===== src/rtl/aln_result_packer.sv =====
// rtl/aln_result_packer.sv - buffers one traceback column stream and replays it as a framed byte stream
module aln_result_packer #(
    parameter int MAX_COLS    = 64,
    parameter int SCORE_WIDTH = 8,
    parameter int REVERSE     = 1
) (
    input  logic                   clk,
    input  logic                   rst,
    input  logic                   in_valid,
    input  logic [2:0]             in_q_sym,
    input  logic [2:0]             in_d_sym,
    input  logic [SCORE_WIDTH-1:0] in_score,
    output logic                   pk_ready,
    output logic [7:0]             out_data,
    output logic                   out_valid,
    input  logic                   out_ready,
    output logic                   out_last,
    output logic                   ovf
);
    localparam int         AW      = (MAX_COLS > 1) ? $clog2(MAX_COLS) : 1;
    localparam logic [6:0] CNT_MAX = 7'(MAX_COLS);

    typedef enum logic [2:0] {IDLE, COLLECT, HDR_SCORE, HDR_LEN, DRAIN} state_t;
    state_t state, state_next;

    logic [6:0]             mem [MAX_COLS];
    logic [6:0]             cnt;
    logic [AW-1:0]          rd_idx;
    logic                   frame_ovf;
    logic [SCORE_WIDTH-1:0] score_q;

    logic          hs;
    logic          col_match;
    logic [6:0]    col_entry;
    logic          accept;
    logic          store;
    logic [AW-1:0] wr_idx;
    logic [AW-1:0] rd_first;
    logic [AW-1:0] rd_step;
    logic [AW-1:0] rd_final;
    logic [AW-1:0] rd_next;

    assign hs        = out_valid && out_ready;
    assign col_match = !in_q_sym[2] && !in_d_sym[2] && (in_q_sym[1:0] == in_d_sym[1:0]);
    assign col_entry = {in_q_sym, in_d_sym, col_match};
    assign accept    = in_valid && ((state == IDLE) || (state == COLLECT));
    assign store     = accept && ((state == IDLE) || (cnt < CNT_MAX));
    // cnt may be stale from the previous frame while IDLE, so column 0 is addressed explicitly
    assign wr_idx    = (state == IDLE) ? '0 : cnt[AW-1:0];
    assign pk_ready  = (state == IDLE);

    assign rd_first = (REVERSE != 0) ? AW'(cnt - 7'd1) : '0;
    assign rd_final = (REVERSE != 0) ? '0 : AW'(cnt - 7'd1);
    assign rd_step  = (REVERSE != 0) ? (rd_idx - AW'(1)) : (rd_idx + AW'(1));
    assign rd_next  = (state == DRAIN) ? rd_step : rd_first;

    always_ff @(posedge clk) begin
        if (rst) begin
            state <= IDLE;
        end else begin
            state <= state_next;
        end
    end

    always_comb begin
        state_next = state;
        case (state)
            IDLE:      if (in_valid)         state_next = COLLECT;
            COLLECT:   if (!in_valid)        state_next = HDR_SCORE;
            HDR_SCORE: if (hs)               state_next = HDR_LEN;
            HDR_LEN:   if (hs)               state_next = DRAIN;
            DRAIN:     if (hs && out_last)   state_next = IDLE;
            default:                         state_next = IDLE;
        endcase
    end

    always_ff @(posedge clk) begin
        if (store) begin
            mem[wr_idx] <= col_entry;
        end
    end

    always_ff @(posedge clk) begin
        if (rst) begin
            cnt       <= '0;
            rd_idx    <= '0;
            frame_ovf <= 1'b0;
            score_q   <= '0;
            out_valid <= 1'b0;
            out_data  <= 8'h00;
            out_last  <= 1'b0;
            ovf       <= 1'b0;
        end else begin
            if (accept) begin
                score_q <= in_score;
                if (state == IDLE) begin
                    cnt <= 7'd1;
                end else if (cnt < CNT_MAX) begin
                    cnt <= cnt + 7'd1;
                end else begin
                    frame_ovf <= 1'b1;
                    ovf       <= 1'b1;
                end
            end
            if (in_valid && !accept) begin
                ovf <= 1'b1;
            end

            // Output registers are loaded one byte ahead, so the next byte is ready right after each handshake
            case (state)
                COLLECT: begin
                    if (!in_valid) begin
                        out_valid <= 1'b1;
                        out_data  <= 8'(score_q);
                        out_last  <= 1'b0;
                    end
                end
                HDR_SCORE: begin
                    if (hs) begin
                        out_data <= {frame_ovf, cnt};
                    end
                end
                HDR_LEN, DRAIN: begin
                    if (hs) begin
                        if ((state == DRAIN) && out_last) begin
                            out_valid <= 1'b0;
                            out_data  <= 8'h00;
                            out_last  <= 1'b0;
                            frame_ovf <= 1'b0;
                        end else begin
                            rd_idx   <= rd_next;
                            out_data <= {mem[rd_next], 1'b0};
                            out_last <= (rd_next == rd_final);
                        end
                    end
                end
                default: ;
            endcase
        end
    end
endmodule


===== config.mk =====
export PLATFORM = sky130hd
export DESIGN_NAME = aln_result_packer
export DESIGN_NICKNAME = d
export VERILOG_FILES = /design/src/rtl/aln_result_packer.sv
export SDC_FILE = /design/constraint.sdc
export NUM_CORES = 1
export LEC_CHECK = 0
export CAP_MARGIN = 20
export CORE_ASPECT_RATIO = 1.4
export CORE_MARGIN = 5
export CORE_UTILIZATION = 64
export CTS_BUF_LIST = sky130_fd_sc_hd__clkbuf_2 sky130_fd_sc_hd__clkbuf_4 sky130_fd_sc_hd__clkbuf_8
export DETAILED_ROUTE_END_ITERATION = 10
export PLACE_DENSITY_LB_ADDON = 0.3
export SYNTH_ARGS = -nofsm -noshare
export SYNTH_HDL_FRONTEND = slang
export SYNTH_SLANG_ARGS = --single-unit

===== constraint.sdc =====
create_clock -name clk -period 5.8 [get_ports clk]
set_clock_uncertainty 0.15 [all_clocks]
set_input_delay 0.58 -clock clk [delete_from_list [all_inputs] [get_ports clk]]
set_output_delay 0.58 -clock clk [all_outputs]
set_load 0.01 [all_outputs]

After elaboration in Yosys (flattened, before gate mapping)
Memories as Yosys holds them, arrays and structs flattened.
Cells that the tools add are included.
- flip-flop bits (word level): 36
- memories kept: 1
- latch bits: 0
- RAM bits: 448
- input port bits: 18
- word-level logic and storage cells: 91
- output and inout bits: 12
- memory bits (read-only): 0
- shift-type cells: 0
- equal/unequal tests: 14
- $lt $le $gt $ge: 1
- bitwise logic cells: 1
- reduce and logical (&&, ||, !) cells: 27
- mux-type cells: 35
- multipliers: 0
- divide/modulo/power cells: 0
- add/subtract/negate cells: 3
- memory list (name ; words ; bits a word ; rd ports ; clocked after Yosys merged registers in ; write ports ; RTL line ; RTL):
    mem ; 64 ; 7 ; 1 ; 0 ; 1 ; 26 ; logic [6:0] mem [MAX_COLS];
- operators with widths (cell ; number):
    $mux W8 ; 4
    $pmux W8 S3 ; 1
    $mux W1 ; 18
    $mux W3 ; 5
    $pmux W3 S5 ; 1
    $mux W7 ; 2
    $mux W6 ; 2
    $ne A2 B2 Y1 const B ; 6
    $sub A6 B1 Y6 const B ; 2
    $reduce_and A3 Y1 ; 3
    $logic_and A1 B1 Y1 ; 8
    $reduce_and A4 Y1 ; 2
    $add A7 B1 Y7 const B ; 1
    $lt A7 B7 Y1 const B ; 1
    $eq A3 B2 Y1 const B ; 2
    $logic_not A6 Y1 ; 1
    $ne A2 B1 Y1 const B ; 3
    $reduce_bool A2 Y1 ; 3
    $reduce_and A5 Y1 ; 1
    $pmux W1 S2 ; 2
    $eq A3 B1 Y1 const B ; 1
    $eq A3 B3 Y1 const B ; 1
    $logic_not A1 Y1 ; 3
    $logic_not A3 Y1 ; 1
    other kinds (6) ; 7

Logic depth before layout (Yosys ltp)
Gate-level depths: netlist (run 1).
- depth in word-level cells: 7
- depth in mapped cells: 14
- mapped depth without buffers: 8

Worst setup path after synthesis (run 1)
Ideal clock, no wire load.
- path type: input -> register
- start: input port in_d_sym[1]
- end: memory mem[0][0] (data pin)
- arrival time: 4.146 ns
- required time: 4.771 ns
- path buffers: 0
- setup time: 0.879 ns
- stages: 2
- path slack: 0.625 ns
- cells stage by stage: xor2_1 nor4_1
- longest elaborated chain between the ends: 2
- RTL lines (element ; RTL line ; RTL):
    from (decl) ; 11 ; input logic [2:0] in_d_sym,
    $eq A2 B2 Y1 ; 44 ; assign col_match = !in_q_sym[2] && !in_d_sym[2] && (in_q_sym[1:0] == in_d_sym[1:0]);
    $logic_and A1 B1 Y1 ; 44 ;
    named net col_match ; 33 ; logic col_match;
    to (decl) ; 26 ;
The timed path passes the listed nets, and every way through them passes these cells.

Final worst setup path (run 1)
- start: register state[0]
- end: register out_data[7]
- longest elaborated chain between the ends: 6
- elaborated cells on any way between the ends: 16
- those cells by class: eq/ne (7); mux (4); reduce/logical (4); memory (1)
- RTL lines (element ; RTL line ; RTL):
    from (decl) ; 24 ; state_t state, state_next;
    from (signal assigned) ; 61 ; state <= state_next;
    $eq A3 B3 Y1 ; 55, 110, 125 ;
    $mux W6 ; 55 ; assign rd_next = (state == DRAIN) ? rd_step : rd_first;
    $mem_v2 Z64 W7 ; - ;
    $mux W8 ; 125 ; if ((state == DRAIN) && out_last) begin
    $mux W8 ; 124 ; if (hs) begin
    $pmux W8 S3 ; 110 ; case (state)
    to (signal assigned) ; 114 ; out_data <= 8'(score_q);
    to (signal assigned) ; 120 ; out_data <= {frame_ovf, cnt};
    to (signal assigned) ; 132 ; out_data <= {mem[rd_next], 1'b0};
    to (decl) ; 14 ; output logic [7:0] out_data,
Several ways; a longest one is shown, not always the timed one. The select of a mux whose other input is x is not followed.
A chain may end at the register's enable or synchronous reset.

==> metrics.txt, run 1 <==
# TYPE chip_impl_metric gauge
chip_impl_metric{name="maxClockFrequency",unit="MHz"} 230
chip_impl_metric{name="clk_lat_worst_skew",unit="ns"} 0.63
chip_impl_metric{name="ys_async_sr_fraction",unit="%"} 0
chip_impl_metric{name="postCtsResizedCells",unit=""} 0
chip_impl_metric{name="worst-r2r-cell-count",unit=""} 9
chip_impl_metric{name="critical_path_buf_inv_count",unit=""} 1
chip_impl_metric{name="gr-total-overflow",unit=""} 0
chip_impl_metric{name="gpl.final_weighted_congestion",unit=""} 0.965
chip_impl_metric{name="worst_pin_slew",unit="ns"} 1.03
chip_impl_metric{name="post-cts-setup-buffers",unit=""} 0
chip_impl_metric{name="number_of_setup_violations_in_the_final_report",unit=""} 0
chip_impl_info{name="clock_tree.root_cell",value="sky130_fd_sc_hd__clkbuf_8"} 1
chip_impl_metric{name="ys_warn_count",unit=""} 0
chip_impl_metric{name="layout_min_cycle_time",unit="ns"} 4.34
chip_impl_metric{name="slew_viol_final",unit=""} 0
chip_impl_metric{name="cts_num_sinks",unit=""} 484
chip_impl_metric{name="fillers",unit=""} 1986
chip_impl_info{name="startpoint",value="state[0]"} 1
chip_impl_info{name="outcome",value="finished, final reports clean"} 1
chip_impl_metric{name="vias_per_cell",unit=""} 6.71
chip_impl_metric{name="top_level_ports",unit=""} 30
chip_impl_metric{name="core",unit="sq um"} 30800
chip_impl_metric{name="detailroute.via_count",unit=""} 13800
chip_impl_metric{name="placement.io_buffers",unit=""} 29
chip_impl_info{name="timing.critical_path.from_type",value="flop"} 1
chip_impl_metric{name="cts_htree_levels",unit=""} 3
chip_impl_metric{name="worst_case_headroom_to_the_max_slew_limit",unit="%"} 31.2
chip_impl_info{name="rsz0062_at_grt",value="false"} 1
chip_impl_metric{name="dieHeight",unit="um"} 219
chip_impl_metric{name="post_synth_instance_area",unit="sq um"} 20000
chip_impl_metric{name="antenna_found_initial",unit=""} 0
chip_impl_metric{name="crit_path_max_fanout",unit=""} 54
chip_impl_metric{name="hpwlAfterDp",unit="um"} 32600
chip_impl_info{name="critical_path.reg2reg.startpoint",value="state[0]"} 1
chip_impl_metric{name="drt-total-wl",unit="um"} 54000
chip_impl_info{name="r2r_end",value="out_data[7]"} 1
chip_impl_metric{name="num-nets-final",unit=""} 1638
chip_impl_info{name="hold_class",value="input pin to flop"} 1
chip_impl_metric{name="dieArea",unit="sq um"} 34900
chip_impl_metric{name="total_power",unit="mW"} 7.02
chip_impl_metric{name="detail_route.first_pass.iterations",unit=""} 7
chip_impl_metric{name="irDropWorstVdd",unit="uV"} 134
chip_impl_info{name="crit_path_cell_trace",value="or3b_1 > a21oi_4 > buf_12 > nor2_1 > a221o_1 > o211ai_2 > o21ai_0 > a2111oi_0 > a2bb2oi_1"} 1
chip_impl_metric{name="grt_util_all_layers",unit="%"} 31.0
chip_impl_metric{name="ys_ff_latch",unit=""} 484
chip_impl_metric{name="reported_max_cap_violation_count",unit=""} 0
chip_impl_info{name="timing.critical_path.slowest_stage_cell",value="sky130_fd_sc_hd__or3b_1"} 1
chip_impl_metric{name="drt_iter0_drc",unit=""} 1920
chip_impl_metric{name="ff2ff_setup_slack",unit="ns"} 1.46
chip_impl_metric{name="clkTransAtPathRegs",unit="ns"} 0.06
chip_impl_metric{name="drt-wirelength-per-cell",unit="um"} 26.3
chip_impl_metric{name="drive_gt1_share",unit="%"} 9.99
chip_impl_metric{name="critPathMaxStageDelay",unit="ns"} 0.81
chip_impl_metric{name="grt_start_max_net_pins",unit=""} 78
chip_impl_metric{name="postRouteAntennaNets",unit=""} 0
chip_impl_metric{name="synth_seq_area_share",unit="%"} 70.8
chip_impl_info{name="worstSetupEndpointType",value="flop"} 1
chip_impl_metric{name="clock_path_buffers",unit=""} 3
chip_impl_metric{name="cts_inserted_buffers",unit=""} 69
chip_impl_metric{name="critical_path_arrival",unit="ns"} 4.68
chip_impl_metric{name="wire_length_of_the_first_global_routing_pass",unit="um"} 81500
chip_impl_metric{name="route.detailed.drc",unit=""} 0
chip_impl_metric{name="die_span_in_x",unit="um"} 159
chip_impl_metric{name="report.final.hold_viol_count",unit=""} 0
chip_impl_metric{name="crit_cells",unit=""} 9
chip_impl_metric{name="synth-edff-count",unit=""} 448
chip_impl_metric{name="power-per-cell-area",unit="nW/um^2"} 321
chip_impl_metric{name="grt_pass1_vias",unit=""} 13300
chip_impl_info{name="synth_ff_type",value="sky130_fd_sc_hd__edfxtp_1"} 1
chip_impl_metric{name="synthesis.area_per_instance",unit="sq um"} 12.6
chip_impl_metric{name="cts_hold_buf",unit=""} 0
chip_impl_info{name="destination_of_the_critical_timing_path",value="out_data[7]"} 1
chip_impl_info{name="critical_path.top_delay_family",value="compound AO/OA/AOI/OAI gates"} 1
chip_impl_metric{name="post_syn_instances",unit=""} 1589
chip_impl_info{name="setup.worst_path.class",value="flop to flop"} 1
chip_impl_info{name="cts_tree",value="yes"} 1
chip_impl_metric{name="antennaDiodeCount",unit=""} 0
chip_impl_metric{name="synth_cell_types",unit=""} 64
chip_impl_metric{name="initial_core_util",unit="%"} 64.9
chip_impl_metric{name="setup_tns",unit="ns"} 0
chip_impl_metric{name="row_count",unit=""} 76
chip_impl_metric{name="worst-endpoint-required",unit="ns"} 6.14
chip_impl_metric{name="syn_to_final_growth",unit="%"} 9.27
chip_impl_metric{name="synthesis.nets",unit=""} 1608
chip_impl_metric{name="post-route-period-util",unit="%"} 74.9
chip_impl_metric{name="leakage",unit="nW"} 7.42
[logic make-up (layout without fill, tap and decap cells)]
group	count (synthesis)	count (layout)	share of synthesized area (%)
buf+inv	108	181	2.54
fa+ha+maj	1	1	0.0625
compound gates	201	201	6.95
mux	69	69	3.75
flops	484	484	70.8
xor+xnor	10	10	0.438
simple gates	716	716	15.4
[where the power goes]
group          switching, mW  total [mW]  internal [mW]  leakage (nW)
logic                  0.433       0.601          0.168          2.47
registers             0.0141        3.84           3.82          4.26
clock network           1.21        2.58           1.37         0.689
total                   1.66        7.02           5.36          7.42
[placed cells by master, fill, tap and decap left out, types with 18 or more instances in the layout]
cell type / instances
sky130_fd_sc_hd__nand3_1: 163
sky130_fd_sc_hd__dfxtp_1: 36
sky130_fd_sc_hd__clkbuf_8: 73
sky130_fd_sc_hd__buf_4: 27
sky130_fd_sc_hd__nand2_1: 358
sky130_fd_sc_hd__nor2_1: 116
sky130_fd_sc_hd__o22ai_1: 18
sky130_fd_sc_hd__a311oi_1: 19
sky130_fd_sc_hd__a31oi_1: 23
sky130_fd_sc_hd__a211oi_1: 19
sky130_fd_sc_hd__clkbuf_4: 27
sky130_fd_sc_hd__mux2i_1: 60
sky130_fd_sc_hd__edfxtp_1: 448
sky130_fd_sc_hd__clkdlybuf4s50_1: 23
sky130_fd_sc_hd__a21oi_1: 52
[through the flow]
stage                     utilization [%]  area (sq um)  std cells  hold WS [ns]  worst slack, ns
after global routing                 71.0         21900       2052         0.175             1.26
after global placement               66.7         20600       1936         0.299             1.59
final                                71.0         21900       2052         0.197             1.46
after CTS                            70.9         21900       2051         0.185             1.49
after floorplan                         -         20000       1589         0.286            0.625
after detailed placement             66.7         20600       1937         0.301             1.57
[layout make-up]
| class | count | area (sq um) | area share, % |
|---|---|---|---|
| Clock buffer | 100 | 1210 | 5.52 |
| Clock inverter | 14 | 86.3 | 0.395 |
| Inverter | 7 | 26.3 | 0.120 |
| Multi-Input combinational cell | 997 | 5350 | 24.5 |
| Sequential cell | 484 | 14200 | 64.8 |
| Tap cell | 390 | 488 | 2.23 |
| Timing Repair Buffer | 60 | 528 | 2.42 |
[worst register-to-register path: cells and delay by family (launching register included)]
family,cells,cell delay [ns]
buffers and inverters,1,0.36
AND/OR/NAND/NOR,2,1.04
flip-flops,1,0.44
AO/OA/AOI/OAI,6,2.20
[how the worst min path moves through the flow]
stage / start / end / slack, ns / depth (start not counted)
CTS: in_d_sym[0] / mem[27][1] / 0.19 / 1
detailed placement: score_q[4] / score_q[4] / 0.30 / 2
global route: in_d_sym[0] / mem[24][1] / 0.17 / 1
finish: in_d_sym[0] / mem[24][1] / 0.20 / 1
floorplan: score_q[0] / score_q[0] / 0.29 / 2
global placement: score_q[4] / score_q[4] / 0.30 / 2
[registers in the layout, summed over array words and instances (netlist names)]
signal,flops
rd_idx,6
out_last,1
cnt,7
out_valid,1
frame_ovf,1
out_data,8
ovf,1
state,3
score_q,8
mem,448
[metal layers]
metal / part of all wire, % / vias to the layer above / global-route usage [%]
met5: 0 / - / 0
met4: 6.5 / 0 / 17.4
met3: 12 / 221 / 6.41
met2: 47 / 1041 / 49.7
met1: 35 / 6565 / 39.9
li1: - / 5937 / -
[Yosys cell counts (3+ instances only)]
master                        n  share of area [%]
sky130_fd_sc_hd__a2111oi_0    4               0.18
sky130_fd_sc_hd__a211oi_1    19               0.71
sky130_fd_sc_hd__a21oi_1     52                1.3
sky130_fd_sc_hd__a221oi_1    10               0.44
sky130_fd_sc_hd__a22oi_1      3               0.11
sky130_fd_sc_hd__a311oi_1    19               0.83
sky130_fd_sc_hd__a31oi_1     23               0.72
sky130_fd_sc_hd__a32oi_1      6               0.26
sky130_fd_sc_hd__and2_1       3              0.094
sky130_fd_sc_hd__and3_1      10               0.31
sky130_fd_sc_hd__buf_1        8               0.15
sky130_fd_sc_hd__buf_2       46                1.2
sky130_fd_sc_hd__buf_4        6               0.23
sky130_fd_sc_hd__buf_6        3               0.17
sky130_fd_sc_hd__clkbuf_1    38               0.71
sky130_fd_sc_hd__dfxtp_1     36                3.6
sky130_fd_sc_hd__edfxtp_1   448                 67
sky130_fd_sc_hd__inv_1        7               0.13
sky130_fd_sc_hd__mux2_2       4               0.23
sky130_fd_sc_hd__mux2i_1     60                3.0
sky130_fd_sc_hd__mux4_2       3               0.34
sky130_fd_sc_hd__nand2_1    359                6.7
sky130_fd_sc_hd__nand2b_1     3              0.094
sky130_fd_sc_hd__nand3_1    163                4.1
sky130_fd_sc_hd__nand4_1     12               0.38
sky130_fd_sc_hd__nor2_1     116                2.2
sky130_fd_sc_hd__nor2b_1      8               0.25
sky130_fd_sc_hd__nor3_1      17               0.43
sky130_fd_sc_hd__nor4_1       9               0.28
sky130_fd_sc_hd__o21ai_0     14               0.35
sky130_fd_sc_hd__o21ai_1      4               0.10
sky130_fd_sc_hd__o22ai_1     18               0.56
sky130_fd_sc_hd__o31ai_1      5               0.19
sky130_fd_sc_hd__or3_1        8               0.25
sky130_fd_sc_hd__xnor2_1      3               0.13
sky130_fd_sc_hd__xor2_1       7               0.31
Note: power is estimated with default switching activity, not from simulation.
==> run 2: changes to the inputs <==
==> constraint.sdc (replaced) <==
create_clock -name clk -period 4.5 [get_ports clk]
set_clock_uncertainty 0.15 [all_clocks]
set_input_delay 0.45 -clock clk [delete_from_list [all_inputs] [get_ports clk]]
set_output_delay 0.45 -clock clk [all_outputs]
set_load 0.01 [all_outputs]
==> run 2 against run 1 <==
Critical path depth up 1. Clock power up 31%. Sequential share of layout area down 1.1 points. Core utilization up 1.2 points. Critical endpoint is now out_data[6]. First-iteration DRC count down 7.5%. Sequential power up 29%.
==> metrics.txt, run 2 (synthesis results as in run 1) <==
# TYPE chip_impl_metric gauge
chip_impl_info{name="critical_path.reg2reg.startpoint",value="state[0]"} 1
chip_impl_metric{name="detail_route.first_pass.iterations",unit=""} 8
chip_impl_metric{name="whs_path_depth",unit=""} 1
chip_impl_metric{name="cts_htree_levels",unit=""} 3
chip_impl_metric{name="drt-wirelength-per-cell",unit="um"} 27.0
chip_impl_metric{name="clkTransAtPathRegs",unit="ns"} 0.06
chip_impl_info{name="outcome",value="finished, final reports clean"} 1
chip_impl_info{name="hold_path.startpoint",value="in_d_sym[1]"} 1
chip_impl_metric{name="ff2ff_setup_slack",unit="ns"} 0.61
chip_impl_metric{name="final_cells",unit=""} 2098
chip_impl_info{name="reg.largest.list",value="mem (448), out_data (8), score_q (8)"} 1
chip_impl_metric{name="layout_min_cycle_time",unit="ns"} 3.89
chip_impl_metric{name="grt_util_all_layers",unit="%"} 32.3
chip_impl_metric{name="grt_use_met3",unit="%"} 5.73
chip_impl_metric{name="cts_num_sinks",unit=""} 484
chip_impl_metric{name="reported_max_cap_violation_count",unit=""} 0
chip_impl_metric{name="post-cts-setup-buffers",unit=""} 0
chip_impl_info{name="layout_commonest_cell",value="sky130_fd_sc_hd__edfxtp_1"} 1
chip_impl_metric{name="number_of_setup_violations_in_the_final_report",unit=""} 0
chip_impl_metric{name="place.detailed.instances",unit=""} 1974
chip_impl_metric{name="vias_per_cell",unit=""} 6.67
chip_impl_metric{name="power-per-cell-area",unit="nW/um^2"} 411
chip_impl_metric{name="placement.io_buffers",unit=""} 29
chip_impl_metric{name="gr-total-overflow",unit=""} 0
chip_impl_metric{name="top_level_ports",unit=""} 30
chip_impl_metric{name="core",unit="sq um"} 30800
chip_impl_metric{name="route.detailed.drc",unit=""} 0
chip_impl_metric{name="detailroute.via_count",unit=""} 14000
chip_impl_metric{name="dieHeight",unit="um"} 219
chip_impl_metric{name="worst_pin_slew",unit="ns"} 0.852
chip_impl_metric{name="leakage",unit="nW"} 7.65
chip_impl_metric{name="wire_length_of_the_first_global_routing_pass",unit="um"} 84500
chip_impl_metric{name="critical_path_arrival",unit="ns"} 4.26
chip_impl_metric{name="use_met2",unit="%"} 54.2
chip_impl_metric{name="syn_to_final_growth",unit="%"} 11.1
chip_impl_metric{name="post-route-period-util",unit="%"} 86.4
chip_impl_metric{name="clk_lat_worst_skew",unit="ns"} 0.62
chip_impl_metric{name="dieArea",unit="sq um"} 34900
chip_impl_metric{name="irDropWorstVdd",unit="uV"} 326
chip_impl_info{name="grt_busiest_layer",value="met2"} 1
chip_impl_metric{name="num-nets-final",unit=""} 1675
chip_impl_metric{name="drive_gt1_share",unit="%"} 12.1
chip_impl_metric{name="grt_start_max_net_pins",unit=""} 78
chip_impl_metric{name="worst-endpoint-required",unit="ns"} 4.88
chip_impl_metric{name="clock_path_buffers",unit=""} 3
chip_impl_info{name="rsz0062_at_grt",value="false"} 1
chip_impl_metric{name="crit_path_max_fanout",unit=""} 24
chip_impl_metric{name="postRouteAntennaNets",unit=""} 0
chip_impl_metric{name="hpwlAfterDp",unit="um"} 36400
chip_impl_metric{name="worst-r2r-cell-count",unit=""} 10
chip_impl_info{name="timing.critical_path.from_type",value="flop"} 1
chip_impl_metric{name="die_span_in_x",unit="um"} 159
chip_impl_metric{name="gpl.final_weighted_congestion",unit=""} 0.938
chip_impl_metric{name="initial_core_util",unit="%"} 64.9
chip_impl_metric{name="largest_register_ffs",unit=""} 448
chip_impl_info{name="cts_tree",value="yes"} 1
chip_impl_info{name="hold_class",value="input pin to flop"} 1
chip_impl_metric{name="postCtsResizedCells",unit=""} 0
chip_impl_metric{name="cts_hold_buf",unit=""} 0
chip_impl_metric{name="global_route.usage.met1",unit="%"} 40.5
chip_impl_info{name="registers.top_by_ff_count",value="mem"} 1
chip_impl_metric{name="setup_tns",unit="ns"} 0
chip_impl_metric{name="antenna_found_initial",unit=""} 0
chip_impl_metric{name="drt-total-wl",unit="um"} 56600
chip_impl_metric{name="worst_case_headroom_to_the_max_slew_limit",unit="%"} 43.0
chip_impl_metric{name="report.final.hold_viol_count",unit=""} 0
chip_impl_info{name="worstSetupEndpointType",value="flop"} 1
chip_impl_metric{name="grt_pass1_vias",unit=""} 13700
chip_impl_metric{name="row_count",unit=""} 76
chip_impl_info{name="hold_end",value="mem[13][2]"} 1
chip_impl_metric{name="maxClockFrequency",unit="MHz"} 257
chip_impl_info{name="r2r_end",value="out_data[6]"} 1
chip_impl_info{name="commonest_non_fill_non_tap_cells_in_the_layout",value="sky130_fd_sc_hd__edfxtp_1, sky130_fd_sc_hd__nand2_1, sky130_fd_sc_hd__nand3_1, sky130_fd_sc_hd__nor2_1, sky130_fd_sc_hd__clkbuf_8"} 1
chip_impl_metric{name="cts_inserted_buffers",unit=""} 70
chip_impl_info{name="clock_tree.root_cell",value="sky130_fd_sc_hd__clkbuf_8"} 1
chip_impl_info{name="setup.worst_path.class",value="flop to flop"} 1
chip_impl_metric{name="drt_iter0_drc",unit=""} 1776
chip_impl_metric{name="slew_viol_final",unit=""} 0
## run 2: cell types whose count changed in the layout (fill, tap and decap cells not counted), sizes merged
cell,change
diode,+1
inv,+5
buf,+36
clkinv,+16
bufinv,+1
clkinvlp,+1
clkbuf,-14
## run 2: final cells by class
| cell class | count | area [sq um] |
|---|---|---|
| inverter | 7 | 26.3 |
| sequential | 484 | 14200 |
| tap | 390 | 488 |
| fill | 2036 | 8570 |
| timing repair buffer | 96 | 851 |
| multi-input combinational | 997 | 5360 |
| antenna | 1 | 2.50 |
| clock buffer | 86 | 1090 |
| clock inverter | 37 | 243 |
## run 2: worst max-delay path by stage
stage | endpoint | cells past startpoint | from | slack [ns]
detailed placement | out_data[6] | 10 | state[0] | 0.71
finish | out_data[6] | 10 | state[0] | 0.61
CTS | out_data[6] | 10 | state[0] | 0.67
floorplan | mem[0][0] | 2 | in_d_sym[1] | 1.13
global route | out_data[6] | 10 | state[0] | 0.52
global placement | out_data[6] | 10 | state[0] | 0.77
## run 2: through the flow
| stage | setup slack [ns] | total power, mW | util, % | cell area (sq um) | hold WS [ns] |
|---|---|---|---|---|---|
| 2_1_floorplan | 1.13 | 5.48 | - | 20000 | 0.286 |
| 3_5_place_dp | 0.707 | 5.83 | 67.8 | 20900 | 0.301 |
| 3_3_place_gp | 0.774 | 5.81 | 67.8 | 20900 | 0.299 |
| 5_1_grt | 0.522 | 9.41 | 72.2 | 22200 | 0.0695 |
| 4_1_cts | 0.675 | 9.13 | 72.2 | 22200 | 0.0811 |
| 6_report | 0.613 | 9.13 | 72.2 | 22200 | 0.0942 |
## run 2: layer usage
metal | share of wire (%) | up-vias | wire (um)
met1 | 35 | 6757 | 19600
met3 | 10 | 206 | 5750
met2 | 50 | 1008 | 28100
li1 | - | 6028 | -
met4 | 5.7 | 0 | 3200
met5 | 0 | - | 0
## run 2: worst max-delay path: stages, from the launching register on
cell and delay, ns:
sky130_fd_sc_hd__dfxtp_1 0.43, sky130_fd_sc_hd__or3b_1 0.67, sky130_fd_sc_hd__nand3_1 0.27, sky130_fd_sc_hd__nand2_2 0.46, sky130_fd_sc_hd__buf_4 0.41, sky130_fd_sc_hd__buf_4 0.18
sky130_fd_sc_hd__a311oi_1 0.24, sky130_fd_sc_hd__a211oi_1 0.12, sky130_fd_sc_hd__a31oi_1 0.35, sky130_fd_sc_hd__o22ai_1 0.20, sky130_fd_sc_hd__o32ai_1 0.30
## run 2: power breakdown
part / internal, mW / leakage [nW] / switching [mW]
sequential: 4.93 / 4.26 / 0.0181
clock: 1.73 / 0.710 / 1.64
combinational: 0.235 / 2.68 / 0.576
total: 6.89 / 7.65 / 2.24
==> run 3: changes to the inputs <==
--- a/config.mk
+++ b/config.mk
@@ -6,12 +6,14 @@
 export NUM_CORES = 1
 export LEC_CHECK = 0
 export CAP_MARGIN = 20
-export CORE_ASPECT_RATIO = 1.4
+export CORE_ASPECT_RATIO = 1.75
 export CORE_MARGIN = 5
 export CORE_UTILIZATION = 64
 export CTS_BUF_LIST = sky130_fd_sc_hd__clkbuf_2 sky130_fd_sc_hd__clkbuf_4 sky130_fd_sc_hd__clkbuf_8
+export CTS_CLUSTER_SIZE = 8
 export DETAILED_ROUTE_END_ITERATION = 10
 export PLACE_DENSITY_LB_ADDON = 0.3
 export SYNTH_ARGS = -nofsm -noshare
 export SYNTH_HDL_FRONTEND = slang
 export SYNTH_SLANG_ARGS = --single-unit
+export TNS_END_PERCENT = 30
==> run 3 against run 2 <==
Via count decreased by 0.26%. Critical path type unchanged. Cell area about the same. Critical path depth decreased by 2. Worst setup slack got worse by 0.25 ns. Total power decreased by 0.76%. Non-clock buffer count increased by 10. Critical endpoint is now out_data[7]. Count of clock-buffer cells in the layout increased by 15.
==> metrics.txt, run 3 (synthesis results as in run 1) <==
# TYPE chip_impl_metric gauge
chip_impl_metric{name="route.detailed.drc",unit=""} 0
chip_impl_metric{name="worst-endpoint-required",unit="ns"} 4.81
chip_impl_metric{name="ff2ff_setup_slack",unit="ns"} 0.36
chip_impl_metric{name="top_level_ports",unit=""} 30
chip_impl_info{name="worstSetupEndpointType",value="flop"} 1
chip_impl_metric{name="detailroute.via_count",unit=""} 14000
chip_impl_metric{name="detail_route.first_pass.iterations",unit=""} 6
chip_impl_metric{name="irDropWorstVdd",unit="uV"} 252
chip_impl_info{name="timing.critical_path.from_type",value="flop"} 1
chip_impl_metric{name="drt-wirelength-per-cell",unit="um"} 26.8
chip_impl_info{name="hold_class",value="input pin to flop"} 1
chip_impl_metric{name="cts_num_sinks",unit=""} 484
chip_impl_info{name="cts_tree",value="yes"} 1
chip_impl_metric{name="cts_inserted_buffers",unit=""} 72
chip_impl_metric{name="maxClockFrequency",unit="MHz"} 242
chip_impl_metric{name="critPathMaxStageDelay",unit="ns"} 0.73
chip_impl_info{name="clock_tree.root_cell",value="sky130_fd_sc_hd__clkbuf_8"} 1
chip_impl_metric{name="drive_gt1_share",unit="%"} 12.4
chip_impl_metric{name="gr-total-overflow",unit=""} 0
chip_impl_metric{name="core",unit="sq um"} 30800
chip_impl_info{name="layout_commonest_cell",value="sky130_fd_sc_hd__edfxtp_1"} 1
chip_impl_info{name="crit_path_cell_trace",value="or3b_1 > a21o_4 > nor2_1 > a221o_1 > o211ai_2 > o21ai_0 > a2111oi_0 > a2bb2oi_1"} 1
chip_impl_metric{name="grt_util_all_layers",unit="%"} 32.6
chip_impl_metric{name="wire_length_of_the_first_global_routing_pass",unit="um"} 83700
chip_impl_metric{name="final_setup_slack_of_the_worst_path",unit="ns"} 0.362
chip_impl_metric{name="largest_register_ffs",unit=""} 448
chip_impl_metric{name="reported_max_cap_violation_count",unit=""} 0
chip_impl_metric{name="clock_path_buffers",unit=""} 3
chip_impl_metric{name="row_count",unit=""} 85
chip_impl_metric{name="hpwlAfterDp",unit="um"} 35600
chip_impl_info{name="rsz0062_at_grt",value="false"} 1
chip_impl_metric{name="slew_viol_final",unit=""} 0
chip_impl_metric{name="critical_path_arrival",unit="ns"} 4.45
chip_impl_metric{name="routedLengthMet1",unit="um"} 18600
chip_impl_metric{name="leakage",unit="nW"} 7.66
chip_impl_info{name="timing.critical_path.slowest_stage_cell",value="sky130_fd_sc_hd__a2111oi_0"} 1
chip_impl_metric{name="postRouteAntennaNets",unit=""} 0
chip_impl_info{name="setup.worst_path.class",value="flop to flop"} 1
chip_impl_metric{name="grt_start_max_net_pins",unit=""} 76
chip_impl_metric{name="whs_path_depth",unit=""} 1
chip_impl_metric{name="postCtsResizedCells",unit=""} 0
chip_impl_metric{name="detailroute.wirelength.met3",unit="um"} 5540
chip_impl_metric{name="report.final.hold_viol_count",unit=""} 0
chip_impl_metric{name="setup_tns",unit="ns"} 0
chip_impl_info{name="registers.top_by_ff_count",value="mem"} 1
chip_impl_info{name="commonest_non_fill_non_tap_cells_in_the_layout",value="sky130_fd_sc_hd__edfxtp_1, sky130_fd_sc_hd__nand2_1, sky130_fd_sc_hd__nand3_1, sky130_fd_sc_hd__nor2_1, sky130_fd_sc_hd__clkbuf_8"} 1
chip_impl_metric{name="cts_htree_levels",unit=""} 3
chip_impl_info{name="top_layer",value="met5"} 1
chip_impl_metric{name="clkTransAtPathRegs",unit="ns"} 0.06
chip_impl_info{name="outcome",value="finished, final reports clean"} 1
chip_impl_metric{name="dieArea",unit="sq um"} 35000
chip_impl_info{name="reg.largest.list",value="mem (448), out_data (8), score_q (8)"} 1
chip_impl_metric{name="num-nets-final",unit=""} 1687
chip_impl_metric{name="syn_to_final_growth",unit="%"} 11.2
chip_impl_metric{name="drt_iter0_drc",unit=""} 1812
chip_impl_metric{name="cts_hold_buf",unit=""} 1
chip_impl_metric{name="clk_lat_worst_skew",unit="ns"} 0.62
chip_impl_metric{name="worst-r2r-cell-count",unit=""} 8
chip_impl_metric{name="fillers",unit=""} 2058
chip_impl_metric{name="post-route-period-util",unit="%"} 91.9
chip_impl_metric{name="gpl.final_weighted_congestion",unit=""} 0.981
chip_impl_metric{name="detailedPlace.worstSlack",unit="ns"} 0.599
chip_impl_metric{name="worst_pin_slew",unit="ns"} 1.12
chip_impl_metric{name="layout_min_cycle_time",unit="ns"} 4.14
chip_impl_metric{name="placement.io_buffers",unit=""} 29
chip_impl_metric{name="antenna_found_initial",unit=""} 2
chip_impl_metric{name="dieHeight",unit="um"} 244
chip_impl_metric{name="route.met2.wl",unit="um"} 27400
chip_impl_metric{name="number_of_setup_violations_in_the_final_report",unit=""} 0
chip_impl_metric{name="drt-total-wl",unit="um"} 56100
chip_impl_metric{name="vias_per_cell",unit=""} 6.67
chip_impl_metric{name="post-cts-setup-buffers",unit=""} 0
chip_impl_metric{name="die_span_in_x",unit="um"} 144
chip_impl_metric{name="total_power",unit="mW"} 9.06
chip_impl_metric{name="initial_core_util",unit="%"} 64.9
chip_impl_metric{name="power-per-cell-area",unit="nW/um^2"} 407
chip_impl_metric{name="crit_path_max_fanout",unit=""} 42
chip_impl_metric{name="grt_pass1_vias",unit=""} 13700
chip_impl_metric{name="worst_case_headroom_to_the_max_slew_limit",unit="%"} 23.7
==> run 3: per-stage QoR <==
stage          std cells  cell area [sq um]  utilization, %  hold slack [ns]
2_1_floorplan       1589              20000               -            0.286
3_3_place_gp        1984              21000            68.0            0.295
3_5_place_dp        1984              21000            68.0            0.300
4_1_cts             2092              22200            72.1            0.132
5_1_grt             2093              22300            72.1            0.145
6_report            2093              22300            72.1            0.160
==> run 3: area by class of cell <==
type | count | area (sq um) | share of cell area [%]
clock buffers | 101 | 1220 | 5.49
clock inverters | 6 | 36.3 | 0.163
diodes | 1 | 2.50 | 0.0112
multi-input cells | 997 | 5360 | 24.1
inverters | 7 | 26.3 | 0.118
repair buffers | 106 | 941 | 4.23
well taps | 391 | 489 | 2.20
flip-flops and latches | 484 | 14200 | 63.7
==> run 3: final timing paths <==
check                                 start           to
worst min register to register   score_q[2]   score_q[2]
worst max register to register     state[0]  out_data[7]
worst min-delay path            in_d_sym[1]   mem[60][2]
worst max-delay path               state[0]  out_data[7]
==> run 3: critical path: cells and delay by family, from the launching register on <==
kind / cells / cell delay [ns]
AO/OA/AOI/OAI: 6 / 2.18
AND/OR/NAND/NOR: 2 / 1.00
flip-flops: 1 / 0.60
==> run 3: per-layer routing <==
| metal | vias up | global-route usage [%] |
|---|---|---|
| li1 | 6028 | - |
| met1 | 6724 | 38.8 |
| met2 | 950 | 52.7 |
| met3 | 259 | 7.46 |
| met4 | 2 | 21.5 |
| met5 | - | 0 |
==> run 3: power by group <==
| part | total [mW] | internal [mW] | switching (mW) | leakage, nW |
|---|---|---|---|---|
| clock network | 3.29 | 1.72 | 1.57 | 0.668 |
| logic | 0.827 | 0.242 | 0.585 | 2.73 |
| registers | 4.95 | 4.93 | 0.0173 | 4.26 |
| total | 9.06 | 6.89 | 2.17 | 7.66 |
